===== config.mk =====
export PLATFORM = sky130hd
export DESIGN_NAME = commit_trace_buffer
export DESIGN_NICKNAME = d
export VERILOG_FILES = /design/src/rtl/commit_trace_buffer.sv
export SDC_FILE = /design/constraint.sdc
export NUM_CORES = 1
export LEC_CHECK = 0
export CORE_UTILIZATION = 42
export CTS_BUF_LIST = sky130_fd_sc_hd__clkbuf_4
export CTS_CLUSTER_SIZE = 12
export DETAILED_ROUTE_END_ITERATION = 12
export DONT_BUFFER_PORTS = 1
export HOLD_SLACK_MARGIN = 0.08
export PLACE_DENSITY = 0.57
export RECOVER_POWER = 100
export SLEW_MARGIN = 20
export SYNTH_ARGS = -nofsm -noshare
export SYNTH_HDL_FRONTEND = slang
export SYNTH_SLANG_ARGS = --single-unit

===== constraint.sdc =====
create_clock -name clk -period 6.1 [get_ports clk]
set_input_delay 0.305 -clock clk [delete_from_list [all_inputs] [get_ports clk]]
set_output_delay 0.305 -clock clk [all_outputs]
set_load 0.05 [all_outputs]

===== src/rtl/commit_trace_buffer.sv =====
// Commit event trace FIFO: buffers retired-instruction records for a trace sink
// and keeps saturating retire/trap/drop counters so lost records are visible.

package cpu_pkg;

    typedef enum logic [3:0] {
        TR_NONE           = 4'd0,
        TR_ILLEGAL_OPCODE = 4'd1,
        TR_MISALIGNED     = 4'd2,
        TR_ECALL          = 4'd3,
        TR_BREAK          = 4'd4
    } trap_code_e;

    // 61-bit commit record, one per retired instruction
    typedef struct packed {
        logic             valid;
        logic [15:0]      pc_before;
        logic [15:0]      pc_after;
        logic             gpr_we;
        logic [2:0]       gpr_addr;
        logic [15:0]      gpr_wdata;
        logic             flags_we;
        logic [1:0]       flags;
        logic             is_trap;
        trap_code_e       trap_code;
    } commit_t;

endpackage

module commit_trace_buffer
    import cpu_pkg::*;
#(
    parameter int DEPTH = 8,
    parameter int CNT_W = 32
) (
    input  logic                       clk,
    input  logic                       rst,
    input  commit_t                    commit_i,
    input  logic                       clear_i,
    output commit_t                    trace_o,
    output logic                       trace_valid_o,
    input  logic                       trace_ready_i,
    output logic [$clog2(DEPTH):0]     level_o,
    output logic                       overflow_o,
    output logic [CNT_W-1:0]           retire_cnt_o,
    output logic [CNT_W-1:0]           trap_cnt_o,
    output logic [CNT_W-1:0]           drop_cnt_o
);

    localparam int AW = $clog2(DEPTH);
    localparam int PW = AW + 1;

    commit_t          mem [DEPTH];
    commit_t          wr_rec;
    logic [PW-1:0]    rd_ptr_q, rd_ptr_d;
    logic [PW-1:0]    wr_ptr_q, wr_ptr_d;
    logic [CNT_W-1:0] retire_cnt_q, retire_cnt_d;
    logic [CNT_W-1:0] trap_cnt_q, trap_cnt_d;
    logic [CNT_W-1:0] drop_cnt_q, drop_cnt_d;
    logic             overflow_q, overflow_d;
    logic             empty, full, push, pop, drop;

    function automatic logic [CNT_W-1:0] sat_inc(input logic [CNT_W-1:0] v, input logic en);
        return (en && (v != '1)) ? v + CNT_W'(1) : v;
    endfunction

    assign empty = (rd_ptr_q == wr_ptr_q);
    assign full  = (rd_ptr_q[AW-1:0] == wr_ptr_q[AW-1:0]) && (rd_ptr_q[AW] != wr_ptr_q[AW]);
    assign pop   = trace_valid_o && trace_ready_i;
    // A full FIFO still accepts a push when the head leaves in the same cycle
    assign push  = commit_i.valid && (!full || pop);
    assign drop  = commit_i.valid && full && !pop;

    always_comb begin
        wr_rec       = commit_i;
        wr_rec.valid = 1'b1;
    end

    assign trace_valid_o = !empty;
    assign trace_o       = empty ? '0 : mem[rd_ptr_q[AW-1:0]];
    assign level_o       = wr_ptr_q - rd_ptr_q;
    assign overflow_o    = overflow_q;
    assign retire_cnt_o  = retire_cnt_q;
    assign trap_cnt_o    = trap_cnt_q;
    assign drop_cnt_o    = drop_cnt_q;

    always_comb begin
        rd_ptr_d = pop  ? rd_ptr_q + PW'(1) : rd_ptr_q;
        wr_ptr_d = push ? wr_ptr_q + PW'(1) : wr_ptr_q;
        // Clear beats a same-cycle increment, so that event is not counted
        if (clear_i) begin
            retire_cnt_d = '0;
            trap_cnt_d   = '0;
            drop_cnt_d   = '0;
            overflow_d   = 1'b0;
        end else begin
            retire_cnt_d = sat_inc(retire_cnt_q, commit_i.valid);
            trap_cnt_d   = sat_inc(trap_cnt_q, commit_i.valid && commit_i.is_trap);
            drop_cnt_d   = sat_inc(drop_cnt_q, drop);
            overflow_d   = overflow_q || drop;
        end
    end

    always_ff @(posedge clk) begin
        if (rst) begin
            rd_ptr_q     <= '0;
            wr_ptr_q     <= '0;
            retire_cnt_q <= '0;
            trap_cnt_q   <= '0;
            drop_cnt_q   <= '0;
            overflow_q   <= 1'b0;
        end else begin
            rd_ptr_q     <= rd_ptr_d;
            wr_ptr_q     <= wr_ptr_d;
            retire_cnt_q <= retire_cnt_d;
            trap_cnt_q   <= trap_cnt_d;
            drop_cnt_q   <= drop_cnt_d;
            overflow_q   <= overflow_d;
        end
    end

    always_ff @(posedge clk) begin
        if (push) begin
            mem[wr_ptr_q[AW-1:0]] <= wr_rec;
        end
    end

endmodule


# Yosys cells after proc, flatten, opt, wreduce, memory -nomap -nowiden
# Memories as Yosys holds them, arrays and structs flattened. A register that Yosys moved wholly into a read port is not among the register bits.
# Cells that the tools add are included.
dict set report op_classes {
  addsub 6
  eq_ne 6
  muxes 5
  n_reduce_logical 15
}
# operator count
set ops {}
lappend ops {{adder 32 x 1 -> 32 bit (second input constant)} 3}
lappend ops {{!= test 32 bit (second input constant)} 3}
lappend ops {{two-way mux 61 bit} 1}
lappend ops {{logical AND 1 bit} 9}
lappend ops {{adder 4 x 1 -> 4 bit (second input constant)} 2}
lappend ops {{two-way mux 3 bit} 2}
lappend ops {{equality test 4 bit} 1}
lappend ops {{subtractor 4 bit} 1}
lappend ops {{equality test 3 bit} 1}
lappend ops {{zero test 1 bit} 3}
lappend ops {{logical OR 1 bit} 2}
lappend ops {{two-way mux 1 bit} 2}
lappend ops {{OR reduction 2 bit} 1}
lappend ops {{!= test 1 bit} 1}
dict set report totals {
  register_bits 105
  ram_bits 480
  output_inout_bits 163
  word_cells 39
  memories 1
}
# name words word_bits read_ports rd_clocked_by_memory_dff wr line_no
set memory_table {}
lappend memory_table {mem 8 60 1 1 1 53} ;# commit_t mem [DEPTH];

# Longest topological paths before layout
# Gate-level depths: netlist (run 1).
dict set report depth {
  ltp_word 7
  mapped_depth 8
}

# Least setup slack after synthesis (run 1)
# OpenSTA, ideal clock, no wires.
dict set report synth_path {
  kind {register to register}
  start {register rd_ptr_q[1]}
  end {memory mem[1][0] in the netlist's numbering (enable)}
  setup_ns 0.552
  arrival_time_ns 5.351
  required_time_ns 5.548
  slack_ns 0.198
  stages_incl_launch_ff 7
  path_buffers 0
  synth_period_minus_slack_ns 5.902
  cell_sequence {dfxtp_1 -> inv_1 -> ha_1 -> nand3_1 -> o31a_1 -> nand2_1 -> nor3_1}
}
dict set report synth_via {
  elab_chain_len 7
}
# element line_no
set synth_lines {}
lappend synth_lines {{from (decl)} 55} ;# logic [PW-1:0] rd_ptr_q, rd_ptr_d;
lappend synth_lines {{from (signal assigned)} 113} ;# rd_ptr_q <= rd_ptr_d;
lappend synth_lines {{equality test 4 bit or equality test 3 bit (tied branches)} {67, 68}}
lappend synth_lines {{zero test 1 bit or logical AND 1 bit (tied branches)} {79, 68}}
lappend synth_lines {{logical AND 1 bit or zero test 1 bit (tied branches)} {69, 71}}
lappend synth_lines {{logical OR 1 bit *} 71} ;# assign push = commit_i.valid && (!full || pop);
lappend synth_lines {{logical AND 1 bit *} 71}
lappend synth_lines {{two-way mux 1 bit *} 123} ;# if (push) begin
lappend synth_lines {{two-way mux 1 bit (not written as such) *} 124} ;# mem[wr_ptr_q[AW-1:0]] <= wr_rec;
lappend synth_lines {{to (decl)} 53}
# Mark *: on every way between the ends. The rest lies on a longest branch, timed or not.

# Worst setup path after layout (run 1)
dict set report layout_path {
  start {register rd_ptr_q[1]}
  end {memory mem[4][18] in the netlist's numbering (enable)}
}
# Same word-level chain as after synthesis.

==> results.py, run 1 <==
metrics = {
    "worst_setup_path": {
        "worst_path_max_delay_cell": "nor2_1",
        "critPathKind": "flip-flop to flip-flop",
        "critPathMaxFanout": 32,
        "crit_family": "simple AND/OR/NAND/NOR gates",
        "cp-start-kind": "flip-flop",
        "arrival_ns": 5.29,
        "r2r-end": "mem[4][18]",
        "crit_chain": "inv_1, ha_1, nand3_1, o31a_1, nand2_1, nor2_1, buf_4",
        "crit_cells": 7,
        "end_kind": "flip-flop",
        "rr_startpoint": "rd_ptr_q[1]",
        "ff2ff_path_depth": 7,
        "reg2reg_slack_ns": 1.34,
        "required_ns": 6.63,
        "cp.buffers_inverters": 2,
        "max_stage_delay_ns": 2.22,
    },
    "sta": {
        "rsz0062_at_grt": "false",
        "tightest_slew_ns": 2.983,
        "period_share_pct": 78.07,
        "maxSlewViolCount": 476,
        "tns_ns": 0,
        "clock_skew_ns": 0.05136,
        "setup_viol": 0,
        "slew_headroom_pct": -99.60,
        "max_freq_ghz": 0.2100,
        "hold_violations": 0,
        "fin_crit_ns": 4.762,
    },
    "clocking": {
        "clk_pin_slew_ns": 0.07,
        "post_cts_buffers": 0,
        "clock_latency_ns": 0.96,
        "h-tree-depth": 4,
        "cts_num_sinks": 588,
        "clock_path_buffers": 3,
        "cts_tree": "built",
        "root_buffer": "clkbuf_4",
        "cts_buffers": 154,
        "cts_resized": 0,
    },
    "yosys": {
        "yosysUniqueCellTypes": 54,
        "ys_ff_latch": 588,
        "yosys_warnings": 0,
        "ys.flop_type": "edfxtp_1",
        "synthTopCellsByArea": "edfxtp_1 61%, mux4_2 11%, dfxtp_1 9.1%",
        "synth_top_area_share_pct": 60.93,
        "async_flop_share_pct": 0,
        "synth_top_area_cell": "edfxtp_1",
        "syn-num-nets": 1514,
        "yosysSeqAreaShare_pct": 70.07,
        "synthCells": 1440,
        "syn_area_um2": 23660,
        "synth_area_per_cell_um2": 16.43,
        "synth-edff-count": 480,
    },
    "cells_and_area": {
        "seq_area_um2": 16580,
        "n_fill_cell": 4764,
        "drive_gt1_share_pct": 22.22,
        "nets": 1697,
        "utilization_pct": 48.82,
        "multi_input_area_um2": 6705,
        "layout.cells.non_filler": 2475,
        "synthToLayoutAreaGrowth_pct": 14.36,
        "postLayoutCellArea_um2": 27060,
    },
    "drt": {
        "post_drt_wl_per_cell_um": 21.60,
        "ant_nets": 0,
        "dr.pass1.iters": 5,
        "drt_iter0_drc": 935,
        "wirelength_mm": 53.45,
        "vias_per_cell": 5.559,
        "drc": 0,
        "vias": 13760,
    },
    "global_route": {
        "grt_antenna_before_repair": 10,
        "use_met3_pct": 6.027,
        "grt_pass1_wl_mm": 82.48,
        "top_usage_layer": "met2",
        "met2_usage_pct": 30.53,
        "grt_pass1_vias": 14300,
        "use_met1_pct": 24.13,
        "grt_max_degree": 83,
        "grtUsageTotal_pct": 19.22,
        "grt_overflow": 0,
    },
    "outcome": {
        "violations": "capacitance limit, slew limit",
        "outcome": "complete, but fails checks",
    },
    "min_path": {
        "holdPathEnd": "mem[2][36]",
        "hold_path.class": "primary input to flip-flop",
        "min-delay-start": "commit_i[36]",
        "holdPathStages": 1,
    },
    "die": {
        "fp.dieH_um": 239.3,
        "initial_utilization_pct": 42.69,
        "die_area_um2": 57280,
        "rows": 86,
        "fp.dieW_um": 239.3,
        "core_area_um2": 55420,
        "ios": 228,
    },
    "placed_design": {
        "postPlaceCellArea_um2": 24560,
        "dpl.hpwl_mm": 30.52,
        "port_buffers": 0,
        "gp_congestion": 0.8135,
        "placed_cells": 2140,
    },
    "job": {
        "maxCapViolations": 12,
    },
    "pwr": {
        "total_power_mw": 9.024,
        "p_leak_nw": 8.216,
        "power_density_nw_per_um2": 333.5,
        "irDropWorstVdd_mv": 0.2177,
    },
}
[layout make-up]
cell class	count	share of cell area, %
Clock buffer	214	5.938
Clock inverter	34	0.8648
Timing Repair Buffer	99	3.283
Sequential cell	588	61.30
Antenna cell	12	0.1110
Inverter	19	0.2636
Multi-Input combinational cell	761	24.78
Tap cell	748	3.459
[cell families after synthesis]
logic type                 Yosys count  share of synthesized area (%)
adders and majority gates            9                         0.5077
AOI/OAI and AO/OA                  172                          4.379
and+or+nand+nor                    375                          8.594
xor gates and xnor gates            19                         0.7034
muxes                              186                          14.22
buffers and inverters               91                          1.534
DFF                                588                          70.07
[per-stage QoR]
step / hold slack, ns / setup slack (ns)
after floorplan: 0.4039 / 0.1976
after global placement: 0.3785 / 2.755
after detailed placement: 0.3764 / 2.699
after CTS: 0.08067 / 1.768
after global routing: 0.09521 / 0.9413
final: 0.1972 / 1.338
[per-layer routing]
layer	part of all wire [%]	wire length [µm]	up-vias
met4	3.1	1659	8
li1	-	-	6285
met3	5.7	3043	118
met5	0.11	59	-
met2	49	25980	358
met1	42	22720	6990
[report_power, final]
part / internal, mW / switching, mW
clock network: 1.73 / 1.54
logic: 0.384 / 0.882
registers: 4.41 / 0.0717
[layout by cell type (no fill, tap or decap), drive strengths merged, types with 4 or more instances in the layout]
master       instances
nor4                14
dfxtp              108
o31ai               21
nor2                97
a21oi               71
o41ai                5
o21ai               47
inv                 22
and4                16
o2111ai              4
mux4               120
buf                 12
edfxtp             480
o31a                 4
or3                 47
xnor2                7
o21a                 5
nand3               44
and3                13
o211ai               7
clkinv              25
clkbuf             227
or4                 31
ha                   8
nand2               54
nor3                 9
nand4               32
mux2i               66
dlygate4sd3         74
diode               12
xor2                12
[synth_stat cells (3+ instances only)]
cell type,count
o31a_1,4
clkbuf_1,49
and2_1,3
o21a_1,5
inv_1,18
nor3_1,9
buf_1,18
edfxtp_1,480
o41ai_1,4
nor2_1,97
o211ai_1,7
nand3_1,44
or3_1,47
nand2_1,54
nand2b_1,3
nand4_1,31
o21ai_0,41
dfxtp_1,108
nor4_1,12
mux4_2,120
a21oi_1,71
mux2i_1,66
o2111ai_1,4
o31ai_1,21
xor2_1,12
xnor2_1,7
and3_1,13
ha_1,8
or4_1,31
and4_1,16
o21ai_1,6
[worst reg2reg max path: stages, from the launching register on]
cell and delay, ns:
dfxtp_1 0.43, inv_1 0.07, ha_1 0.32, nand3_1 0.16
o31a_1 0.25, nand2_1 0.19, nor2_1 2.22, buf_4 0.73
[how the worst max path moves through the flow]
stage                           start         end  slack, ns
after floorplan           rd_ptr_q[1]   mem[1][0]       0.20
after global placement    rd_ptr_q[1]  mem[4][21]       2.76
after detailed placement  rd_ptr_q[1]  mem[4][28]       2.70
after CTS                   flip-flop  trace_o[0]       1.77
after global routing      rd_ptr_q[1]  mem[4][18]       0.94
final                     rd_ptr_q[1]  mem[4][18]       1.34
[registers in the layout, summed over array words and instances (netlist names), named ones only]
| name | count |
|---|---|
| drop_cnt_o | 32 |
| mem | 480 |
| overflow_o | 1 |
| rd_ptr_q | 4 |
| retire_cnt_o | 32 |
| trap_cnt_o | 32 |
| wr_ptr_q | 4 |
[what timing repair did]
action                                  CTS  global route
endpoints found under the setup margin    0             0
hold buffers                             74             0
hold endpoints to repair                588             0
(Power assumes the default switching activity.)
==> run 2: changes to the inputs <==
==> constraint.sdc (replaced) <==
create_clock -name clk -period 3.85 [get_ports clk]
set_input_delay 0.1925 -clock clk [delete_from_list [all_inputs] [get_ports clk]]
set_output_delay 0.1925 -clock clk [all_outputs]
set_load 0.05 [all_outputs]
==> run 2 against run 1 <==
  * The run still ends with capacitance limit, slew limit left
  * Hold slack better by 0.11 ns
  * Final area is 3.2% higher
  * Clock skew is 0.0053 ns lower
  * Sequential power is 57% higher
  * Worst setup slack worse by 0.98 ns
  * Via count is 2.4% higher
  * Fmax is 36% higher
  * Total power is 61% higher
  * Die area stayed put
  * Flip-flop and latch count stayed put
  * Global-route usage is 0.27 points higher
  * Core utilization is 1.6 points higher
  * Critical endpoint is now drop_cnt_o[10]
  * Highest routed layer is now met4
==> results.py, run 2 (synthesis gave the netlist of run 1 again) <==
metrics = {
    "die": {
        "fp.dieW_um": 239.3,
        "rows": 86,
        "fp.dieH_um": 239.3,
        "ios": 228,
        "core_area_um2": 55420,
        "initial_utilization_pct": 42.69,
        "die_area_um2": 57280,
    },
    "worst_setup_path": {
        "startpoint": "rd_ptr_q[1]",
        "arrival_ns": 4.38,
        "ff2ff_path_depth": 7,
        "required_ns": 4.73,
        "cp-start-kind": "flip-flop",
        "critPathMaxFanout": 9,
        "reg2reg_slack_ns": 0.35,
        "critPathKind": "flip-flop to flip-flop",
        "end_kind": "flip-flop",
        "r2r-end": "drop_cnt_o[10]",
        "rr_startpoint": "rd_ptr_q[1]",
    },
    "global_route": {
        "grt_overflow": 0,
        "use_met3_pct": 6.246,
        "grt_pass1_vias": 14600,
        "grt_antenna_before_repair": 3,
        "grtUsageTotal_pct": 19.49,
        "met2_usage_pct": 32.39,
        "use_met1_pct": 23.57,
        "grt_max_degree": 61,
        "grt_pass1_wl_mm": 83.37,
        "top_usage_layer": "met2",
    },
    "cells_and_area": {
        "layout.cells.non_filler": 2570,
        "drive_gt1_share_pct": 23.13,
        "largest_reg_flops": 480,
        "synthToLayoutAreaGrowth_pct": 18.05,
        "nets": 1784,
        "layout_common_cells": "480 x edfxtp_1, 236 x clkbuf_4, 126 x dlygate4sd3_1",
        "n_fill_cell": 4745,
        "final_common_cell": "edfxtp_1",
    },
    "min_path": {
        "hold_path.class": "primary input to flip-flop",
        "holdPathStages": 2,
        "min-delay-start": "rst",
        "holdPathEnd": "wr_ptr_q[1]",
    },
    "clocking": {
        "cts_tree": "built",
        "h-tree-depth": 4,
        "cts_buffers": 158,
        "cts_num_sinks": 588,
        "root_buffer": "clkbuf_4",
        "post_cts_buffers": 0,
        "ctsHoldBuffers": 126,
        "clock_latency_ns": 0.99,
        "clk_pin_slew_ns": 0.06,
        "clock_path_buffers": 3,
        "cts_resized": 0,
    },
    "pwr": {
        "irDropWorstVdd_mv": 0.3047,
        "p_leak_nw": 8.599,
        "power_density_nw_per_um2": 520.5,
        "total_power_mw": 14.54,
    },
    "sta": {
        "tns_ns": 0,
        "tightest_slew_ns": 1.484,
        "holdWs_ns": 0.3060,
        "setup_viol": 0,
        "max_freq_ghz": 0.2860,
        "clock_skew_ns": 0.04601,
        "maxSlewViolCount": 1,
        "hold_violations": 0,
        "fin_crit_ns": 3.496,
        "slew_headroom_pct": -0.3279,
        "rsz0062_at_grt": "false",
        "period_share_pct": 90.81,
    },
    "drt": {
        "vias": 14100,
        "ant_nets": 0,
        "dr.pass1.iters": 5,
        "drt_iter0_drc": 715,
        "wirelength_mm": 54.42,
        "vias_per_cell": 5.485,
        "drc": 0,
        "post_drt_wl_per_cell_um": 21.18,
    },
    "placed_design": {
        "dpl.hpwl_mm": 30.03,
        "placed_cells": 2172,
        "port_buffers": 0,
        "gp_congestion": 0.8255,
    },
    "outcome": {
        "violations": "capacitance limit, slew limit",
        "outcome": "complete, but fails checks",
    },
    "job": {
        "maxCapViolations": 1,
    },
}
run 2: changes by cell type in the layout (fill, tap and decap cells not counted), moves of 4 or more:
cell / change
buf_4: +5
diode_2: -6
clkbuf_1: +10
inv_6: +5
clkbuf_2: +5
clkbuf_4: +22
clkinv_2: -4
dlygate4sd3_1: +52
clkinv_1: +4
run 2: where the power goes:
| part | internal, mW | leakage [nW] | switching [mW] |
|---|---|---|---|
| logic | 0.689 | 2.22 | 1.46 |
| registers | 6.99 | 5.23 | 0.0717 |
| clock network | 2.79 | 1.14 | 2.53 |
run 2: cell type report:
cell class,instances,area (µm²),area share [%]
diodes,6,15.01,0.05376
clock buffers,229,1719,6.156
clock inverters,37,216.5,0.7751
inverters,19,71.32,0.2554
multi-input cells,761,6749,24.17
flip-flops and latches,588,16590,59.40
well taps,748,935.9,3.351
repair buffers,182,1633,5.847
run 2: metrics by stage:
| step | instance area (µm²) | utilization, % | setup WS (ns) |
|---|---|---|---|
| floorplan | 23670 | - | -0.4432 |
| global placement | 24930 | 44.99 | 1.070 |
| detailed placement | 24930 | 44.99 | 0.9765 |
| CTS | 28130 | 50.76 | 0.2964 |
| global route | 27920 | 50.39 | 0.1169 |
| finish | 27930 | 50.40 | 0.3537 |
run 2: routing by layer:
metal  share of wire [%]  up-vias
li1                    -     6440
met1                  42     7216
met2                  50      345
met3                 5.5       95
met4                 2.1        0
met5                   0        -
run 2: worst max-delay path by stage:
stage | slack [ns] | cells after the start | to
final | 0.35 | 7 | drop_cnt_o[10]
after global placement | 1.07 | 7 | drop_cnt_o[10]
after floorplan | -0.44 | 6 | mem[7][0]
after global routing | 0.12 | 7 | drop_cnt_o[10]
after CTS | 0.30 | 4 | trace_o[49]
after detailed placement | 0.98 | 7 | drop_cnt_o[10]
run 2: critical path, cell delays in order, from the launching register on:
cell and delay [ns]:
dfxtp_1 0.43, inv_1 0.08, ha_1 0.32, nand3_1 0.17, nor4b_1 1.22, nand2b_1 0.46
or4_1 0.60, a21oi_1 0.14
